==> src/rtl/serial_subtractor.sv <==
// Digit-serial subtractor: D = A - B - Bin over WIDTH bits, DIGIT bits per clock,
// with a start/done handshake and registered borrow-out, signed-overflow and zero flags.
module serial_subtractor #(
  parameter int WIDTH = 8,
  parameter int DIGIT = 1
) (
  input  logic             clk,
  input  logic             rst_n,
  input  logic             start,
  input  logic [WIDTH-1:0] A,
  input  logic [WIDTH-1:0] B,
  input  logic             Bin,
  output logic             busy,
  output logic             done,
  output logic [WIDTH-1:0] D,
  output logic             Bout,
  output logic             V,
  output logic             Z
);

  localparam int N  = WIDTH / DIGIT;
  localparam int CW = (N > 1) ? $clog2(N) : 1;

  generate
    if (WIDTH < 2 || DIGIT < 1 || (WIDTH % DIGIT) != 0) begin : g_bad_params
      $error("serial_subtractor: WIDTH must be >= 2 and a multiple of DIGIT");
    end
  endgenerate

  typedef enum logic [1:0] {
    IDLE = 2'd0,
    RUN  = 2'd1,
    DONE = 2'd2
  } state_t;

  state_t           state_q, state_d;
  logic [WIDTH-1:0] a_sh_q, a_sh_d;
  logic [WIDTH-1:0] b_sh_q, b_sh_d;
  logic [WIDTH-1:0] d_sh_q, d_sh_d;
  logic [CW-1:0]    cnt_q, cnt_d;
  logic             br_q, br_d;
  logic             busy_q, busy_d;
  logic             done_q, done_d;
  logic [WIDTH-1:0] d_res_q, d_res_d;
  logic             bout_q, bout_d;
  logic             v_q, v_d;
  logic             z_q, z_d;

  logic [DIGIT-1:0]       dig;
  logic                   dig_bout;
  logic                   msb_bin;
  logic [WIDTH+DIGIT-1:0] d_cat;
  logic                   last;

  // Ripple of DIGIT full-subtractor cells over the low digit of the shift registers.
  always_comb begin
    logic br;
    br      = br_q;
    msb_bin = 1'b0;
    dig     = '0;
    for (int i = 0; i < DIGIT; i++) begin
      if (i == DIGIT - 1) msb_bin = br;
      dig[i] = a_sh_q[i] ^ b_sh_q[i] ^ br;
      br     = (~a_sh_q[i] & b_sh_q[i]) | (~a_sh_q[i] & br) | (b_sh_q[i] & br);
    end
    dig_bout = br;
  end

  assign d_cat = {dig, d_sh_q};
  assign last  = (cnt_q == CW'(N - 1));

  always_comb begin
    // NOTE: every *_d gets a default first so no path through the case infers a latch.
    state_d = state_q;
    a_sh_d  = a_sh_q;
    b_sh_d  = b_sh_q;
    d_sh_d  = d_sh_q;
    cnt_d   = cnt_q;
    br_d    = br_q;
    busy_d  = 1'b0;
    done_d  = 1'b0;
    d_res_d = d_res_q;
    bout_d  = bout_q;
    v_d     = v_q;
    z_d     = z_q;
    unique case (state_q)
      IDLE: begin
        if (start) begin
          a_sh_d  = A;
          b_sh_d  = B;
          br_d    = Bin;
          cnt_d   = '0;
          state_d = RUN;
          busy_d  = 1'b1;
        end
      end
      RUN: begin
        a_sh_d = a_sh_q >> DIGIT;
        b_sh_d = b_sh_q >> DIGIT;
        d_sh_d = d_cat[WIDTH+DIGIT-1:DIGIT];
        br_d   = dig_bout;
        cnt_d  = cnt_q + CW'(1);
        if (last) begin
          // Results are published only here, so partial d_sh never reaches D.
          state_d = DONE;
          done_d  = 1'b1;
          d_res_d = d_sh_d;
          bout_d  = dig_bout;
          v_d     = msb_bin ^ dig_bout;
          z_d     = (d_sh_d == '0);
        end else begin
          busy_d = 1'b1;
        end
      end
      DONE:    state_d = IDLE;
      default: state_d = IDLE;
    endcase
  end

  // NOTE: sequential state uses non-blocking assignments only, so all flops update together.
  always_ff @(posedge clk or negedge rst_n) begin
    if (!rst_n) begin
      state_q <= IDLE;
      a_sh_q  <= '0;
      b_sh_q  <= '0;
      d_sh_q  <= '0;
      cnt_q   <= '0;
      br_q    <= 1'b0;
      busy_q  <= 1'b0;
      done_q  <= 1'b0;
      d_res_q <= '0;
      bout_q  <= 1'b0;
      v_q     <= 1'b0;
      z_q     <= 1'b1;
    end else begin
      state_q <= state_d;
      a_sh_q  <= a_sh_d;
      b_sh_q  <= b_sh_d;
      d_sh_q  <= d_sh_d;
      cnt_q   <= cnt_d;
      br_q    <= br_d;
      busy_q  <= busy_d;
      done_q  <= done_d;
      d_res_q <= d_res_d;
      bout_q  <= bout_d;
      v_q     <= v_d;
      z_q     <= z_d;
    end
  end

  assign busy = busy_q;
  assign done = done_q;
  assign D    = d_res_q;
  assign Bout = bout_q;
  assign V    = v_q;
  assign Z    = z_q;

endmodule

==> config.mk <==
export PLATFORM = sky130hd
export DESIGN_NAME = serial_subtractor
export DESIGN_NICKNAME = d
export VERILOG_FILES = /design/src/rtl/serial_subtractor.sv
export SDC_FILE = /design/constraint.sdc
export NUM_CORES = 1
export LEC_CHECK = 0
export CORE_MARGIN = 8
export CORE_UTILIZATION = 30
export DETAILED_ROUTE_END_ITERATION = 16
export SLEW_MARGIN = 0
export SYNTH_ARGS = -nofsm -noshare
export SYNTH_HDL_FRONTEND = slang
export SYNTH_SLANG_ARGS = --single-unit
==> constraint.sdc <==
create_clock -name clk -period 1.6 [get_ports clk]
set_clock_uncertainty 0.2 [all_clocks]
set_input_delay 0.32 -clock clk [delete_from_list [all_inputs] [get_ports clk]]
set_output_delay 0.32 -clock clk [all_outputs]
set_load 0.03 [all_outputs]
==> impl_metrics.yaml, run 1 <==
run_status:
  status: "complete, but fails checks"
  violations: "negative setup slack"
worst_setup_path:
  critPathRequiredTime_ns: 1.63
  r2r-end: "Z"
  worstSetupEndpointType: "flop"
  reg2reg_depth: 4
  cp.arrival_ns: 1.69
  cp-start-kind: "flop"
  critPathKind: "reg2reg"
  worst-r2r-setup-slack_ns: -0.06
  path_max_fanout: 2
  r2r-start: "br_q"
global_routing:
  grtUsageMet1_pct: 11.9
  grt_remaining_overflow: 0
  grt_pass1_wl_um: 6400
  top_usage_layer: "met2"
  grt_max_degree: 19
  grt_pass1_vias: 1321
  gr-usage-all-layers_pct: 9.36
  met3_usage_pct: 3.37
  antenna_found_initial: 0
  use_met2_pct: 13.4
timing:
  finalCritPeriodShare_pct: 104
  rsz0062_at_grt: "yes"
  setup_viol: 1
  fin_ws_ns: -0.0588
  max_freq_mhz: 603
  maxSlewHeadroom_pct: 71.4
  hold_violations: 0
  drv_slew: 0
  fin_setup_tns_ns: -0.0588
  period_needed_ns: 1.66
  tightest_slew_ns: 0.430
drt:
  wl_um: 3970
  dr_total_vias: 1331
  drtIter0Drc: 45
  wire_per_inst_um: 13.9
  avgViaCountPerCell: 4.67
  ant_nets: 0
  drcViolationCount: 0
  drt_first_pass_iters: 4
yosys:
  synth_cell_types: 26
  synth_area_mm2: 0.00180
  synth_warnings: 0
  ys_ff_latch: 42
  ys_seq_area_share_pct: 58.4
  synthCells: 154
  synth_fp_nets: 177
  avgSynthCellArea_um2: 11.7
clock_network:
  clk_pin_slew_worst_paths_ns: 0.07
  clkLatencyLatePin_ns: 0.29
  cts_tree: "yes"
  htree_levels: 2
  clockBufferDepth: 2
  cts_inserted_buffers: 5
  cts_root_buf: "clkbuf_8"
  cts_sinks: 42
min_path:
  worst_hold_path.num_cells: 2
  hold_start: "Z"
  whs_endpoint: "Z"
  hold_path_class: "reg2reg"
floorplanning:
  start_util_pct: 30.8
  dieArea_mm2: 0.00874
  die_h_um: 93.5
  core_area_mm2: 0.00585
  io_pins: 33
  row_count: 28
  die_w_um: 93.5
power:
  p_per_area_mw_per_mm2: 1860
  ir_drop_mv: 0.751
  static-leakage-power_nw: 1.12
place:
  dp_hpwl_um: 2840
  dp_slack_ns: -0.162
  gp_congestion: 0.749
  port_buffers: 32
layout:
  fin_nets: 232
  area_delta_synth_final_pct: 39.6
  fillers: 539
  n_antenna_cell: 0
  drive_above_1_share_pct: 26.2
flow_run:
  cap_violations: 0
-- sequential cells by signal, summed over array words and instances, names as in the netlist --
signal	flops
done	1
b_sh_q	8
a_sh_q	8
Bout	1
Z	1
cnt_q	3
d_sh_q	7
br_q	1
V	1
busy	1
state_q	2
D	8
-- layer usage --
| layer | routed length [um] | part of all wire, % |
|---|---|---|
| met5 | 0 | 0 |
| met4 | 82 | 2.1 |
| met3 | 217 | 5.5 |
| met2 | 1850 | 47 |
| met1 | 1820 | 46 |
-- worst max-delay path, cell delays in order, from the launching register on --
cell and delay [ns]:
dfrtp_1 0.40, fa_1 0.60, nor4b_4 0.21, nand2_1 0.07, o21ai_1 0.12
-- what timing repair did --
item                                   4_1_cts  5_1_grt
cloned                                       1        0
hold buffers                                 1        0
resized for setup                           14       13
endpoints found under the hold margin       15        0
pin swaps                                    1        0
buffers inserted                             2        2
setup endpoints to repair                   19       23
-- cells in the mapped netlist --
library cell,instances,area (um2)
dfrtp_1,41,1030
o21ai_0,18,90.1
nand2_1,16,60.1
a22oi_1,14,105
mux2_2,13,146
a21oi_1,9,45.0
nor2b_1,8,50.1
buf_2,5,25.0
inv_1,4,15.0
buf_4,3,22.5
nor2_1,3,11.3
a22o_1,2,17.5
clkbuf_1,2,7.51
ha_1,2,25.0
mux2_1,2,22.5
o21ai_1,2,10.0
a2bb2oi_1,1,8.76
and2b_1,1,7.51
and3b_1,1,8.76
dfstp_2,1,26.3
fa_1,1,20.0
nand3b_4,1,20.0
nor4_1,1,6.26
nor4b_1,1,8.76
o21bai_1,1,7.51
xnor2_1,1,8.76
-- where the power goes --
part	total [mW]	switching, mW	internal, mW
sequential	1.84	0.328	1.52
combinational	2.01	0.970	1.04
clock	0.812	0.345	0.467
total	4.67	1.64	3.03
-- kinds of logic (layout without fill, tap and decap cells) --
family	after synthesis	in the layout	synth area share (%)
AO/OA/AOI/OAI	47	47	15.8
XOR/XNOR	1	1	0.486
multiplexers	15	15	9.37
adder cells (fa/ha/maj)	3	3	2.50
flip-flops	42	42	58.4
AND/OR/NAND/NOR	32	33	9.58
buffers and inverters	14	69	3.89
-- how the worst max path moves through the flow --
stage          startpoint         to  depth (start not counted)
2_1_floorplan    cnt_q[0]       Bout                          5
3_3_place_gp        start  a_sh_q[7]                          5
3_5_place_dp        start  a_sh_q[3]                          5
4_1_cts              br_q          Z                          4
5_1_grt              br_q          Z                          4
6_report             br_q          Z                          4
-- per-stage QoR --
stage | utilization (%) | std cells | area [um2] | power (mW) | hold slack, ns
after floorplan | - | 154 | 1820 | 3.01 | -0.176
after global placement | 39.9 | 271 | 2340 | 3.79 | 0.0782
after detailed placement | 39.9 | 271 | 2340 | 3.83 | 0.0877
after CTS | 42.3 | 283 | 2480 | 4.61 | 0.265
after global routing | 43.0 | 285 | 2510 | 4.99 | 0.294
final | 43.0 | 285 | 2510 | 4.67 | 0.262
-- layout make-up --
type / count / area [um2] / area share [%]
sequential: 42 / 1050 / 41.9
multi-input combinational: 99 / 731 / 29.1
timing repair buffer: 57 / 515 / 20.5
tap: 75 / 93.8 / 3.73
clock buffer: 7 / 76.3 / 3.03
clock inverter: 1 / 30.0 / 1.19
inverter: 4 / 15.0 / 0.597
-- cells in the final DEF (no fill, tap or decap), types with 2 or more instances in the layout --
cell type / instances
a21oi_1: 9
clkdlybuf4s50_1: 18
clkdlybuf4s15_1: 6
clkbuf_1: 2
a22oi_1: 14
dfrtp_1: 40
mux2_2: 13
nor2_1: 3
nand2_1: 16
dlygate4sd2_1: 4
mux2_1: 2
inv_1: 4
nor2b_1: 8
nand3b_4: 2
clkbuf_8: 5
buf_4: 24
buf_12: 2
o21ai_0: 15
a22o_1: 2
o21ai_1: 5
No activity file was read; power rests on OpenSTA's default activity.
==> inputs of run 2 (changes only) <==
--- a/config.mk
+++ b/config.mk
@@ -6,4 +6,5 @@
 export NUM_CORES = 1
 export LEC_CHECK = 0
+export CORE_ASPECT_RATIO = 0.6
 export CORE_MARGIN = 8
 export CORE_UTILIZATION = 30
==> constraint.sdc (replaced) <==
create_clock -name clk -period 1.6 [get_ports clk]
set_clock_uncertainty 0.2 [all_clocks]
set_input_delay 0.24 -clock clk [delete_from_list [all_inputs] [get_ports clk]]
set_output_delay 0.24 -clock clk [all_outputs]
set_load 0.03 [all_outputs]
==> run 2 against run 1 <==
The run still ends with negative setup slack left. Flip-flop and latch count is the same. Fmax grew 2.1%. Via count grew 0.15%. Register-to-register slack gained 0.03 ns.
==> impl_metrics.yaml, run 2 (synthesized netlist as in run 1, its figures left out) <==
place:
  port_buffers: 32
  gp_congestion: 0.774
  dp_cells: 277
  postPlaceCellArea_mm2: 0.00233
  dp_hpwl_um: 2830
worst_setup_path:
  critPathRequiredTime_ns: 1.62
  path_max_fanout: 2
  r2r-end: "Z"
  cp-start-kind: "flop"
  reg2reg_depth: 4
  worst-r2r-setup-slack_ns: -0.02
  r2r-start: "br_q"
  cp.arrival_ns: 1.64
  critPathKind: "reg2reg"
  worstSetupEndpointType: "flop"
  crit_end: "Z"
  startpoint: "br_q"
floorplanning:
  die_w_um: 116
  core_area_mm2: 0.00595
  start_util_pct: 30.3
  die_h_um: 76.0
  io_pins: 33
  row_count: 22
  dieArea_mm2: 0.00882
drt:
  wl_um: 4130
  drtIter0Drc: 59
  drt_first_pass_iters: 4
  avgViaCountPerCell: 4.60
  dr_total_vias: 1333
  wire_per_inst_um: 14.2
  drcViolationCount: 0
  ant_nets: 0
global_routing:
  grt_max_degree: 43
  grt_pass1_vias: 1268
  gr-usage-all-layers_pct: 9.49
  antenna_found_initial: 0
  grt_pass1_wl_um: 6730
  grt_remaining_overflow: 0
run_status:
  violations: "negative setup slack"
  status: "complete, but fails checks"
timing:
  setup_viol: 1
  drv_slew: 0
  maxSlewHeadroom_pct: 71.5
  hold_violations: 0
  tightest_slew_ns: 0.426
  fin_ws_ns: -0.0244
  finalCritPeriodShare_pct: 102
  rsz0062_at_grt: "yes"
  max_freq_mhz: 616
  period_needed_ns: 1.62
layout:
  n_antenna_cell: 0
  layout_commonest_cell: "dfrtp_1"
  finalNonFillerCells: 290
  final_cell_mix: "dfrtp_1 (40), buf_4 (19), clkdlybuf4s50_1 (18)"
  final_area_mm2: 0.00249
  fin_nets: 228
  fillers: 605
  drive_above_1_share_pct: 23.8
  area_delta_synth_final_pct: 38.1
clock_network:
  cts_inserted_buffers: 5
  clkLatencyLatePin_ns: 0.28
  cts_tree: "yes"
  cts_root_buf: "clkbuf_8"
  clockBufferDepth: 2
  clk_pin_slew_worst_paths_ns: 0.08
  htree_levels: 2
  cts_sinks: 42
min_path:
  hold_path_class: "in2async"
power:
  ir_drop_mv: 0.511
  static-leakage-power_nw: 1.12
  total_power_mw: 4.52
  p_per_area_mw_per_mm2: 1820
flow_run:
  cap_violations: 0
run 2: cell count changes in the layout (fill, tap and decap cells not counted), moves of 2 or more:
cell             change
o21ai_0              +2
clkdlybuf4s15_1      -6
dlygate4sd2_1        +8
clkinv_2             +2
mux2_4               +5
o21ai_1              -2
buf_4                -5
mux2_2               -5
run 2: repair_timing:
action / in CTS / in global routing
hold endpoints to repair: 42 / 0
setup endpoints to repair: 21 / 15
resized for setup: 16 / 6
gates cloned: 1 / 0
hold buffers: 1 / 0
buffers inserted: 0 / 3
pin swaps: 2 / 3
run 2: how the worst min path moves through the flow:
| stage | startpoint | to | slack [ns] | cells past startpoint |
|---|---|---|---|---|
| after floorplan | rst_n | Bout | -0.26 | 0 |
| after global placement | rst_n | a_sh_q[3] | 0.03 | 2 |
| after detailed placement | rst_n | a_sh_q[1] | 0.04 | 2 |
| after CTS | rst_n | Bout | 0.25 | 3 |
| after global routing | rst_n | a_sh_q[1] | 0.28 | 3 |
| final | rst_n | a_sh_q[1] | 0.25 | 3 |
run 2: worst max-delay path: stages, from the launching register on:
cell and delay [ns]:
dfrtp_1 0.41, fa_1 0.56, nor4b_4 0.18, nand2_1 0.08, o21ai_1 0.13
run 2: stage by stage:
stage / setup WS, ns / hold slack (ns) / utilization, % / setup TNS [ns]
2_1_floorplan: 0.00432 / -0.256 / - / 0
3_3_place_gp: -0.147 / 0.0299 / 39.2 / -0.954
3_5_place_dp: -0.134 / 0.0358 / 39.2 / -1.57
4_1_cts: -0.0581 / 0.254 / 41.0 / -0.0581
5_1_grt: -0.111 / 0.285 / 41.8 / -0.130
6_report: -0.0244 / 0.248 / 41.8 / -0.0244
run 2: layer usage:
| layer | routed length [um] | track usage [%] | vias to the layer above |
|---|---|---|---|
| met5 | 0 | 0 | - |
| met4 | 19 | 1.93 | 0 |
| met3 | 290 | 4.03 | 2 |
| met2 | 1640 | 12.7 | 28 |
| met1 | 2180 | 13.7 | 657 |
| li1 | - | - | 646 |
run 2: power breakdown:
group	internal [mW]	switching [mW]
sequential	1.51	0.334
combinational	1.04	0.981
clock	0.303	0.351
run 2: cell type report:
cell class                      instances  area (um2)  share of cell area [%]
Inverter                                4        15.0                   0.604
Clock buffer                            6        72.6                    2.92
Clock inverter                          2        10.0                   0.402
Tap cell                               84         105                    4.23
Sequential cell                        42        1050                    42.4
Timing Repair Buffer                   53         483                    19.4
Multi-Input combinational cell         99         748                    30.1
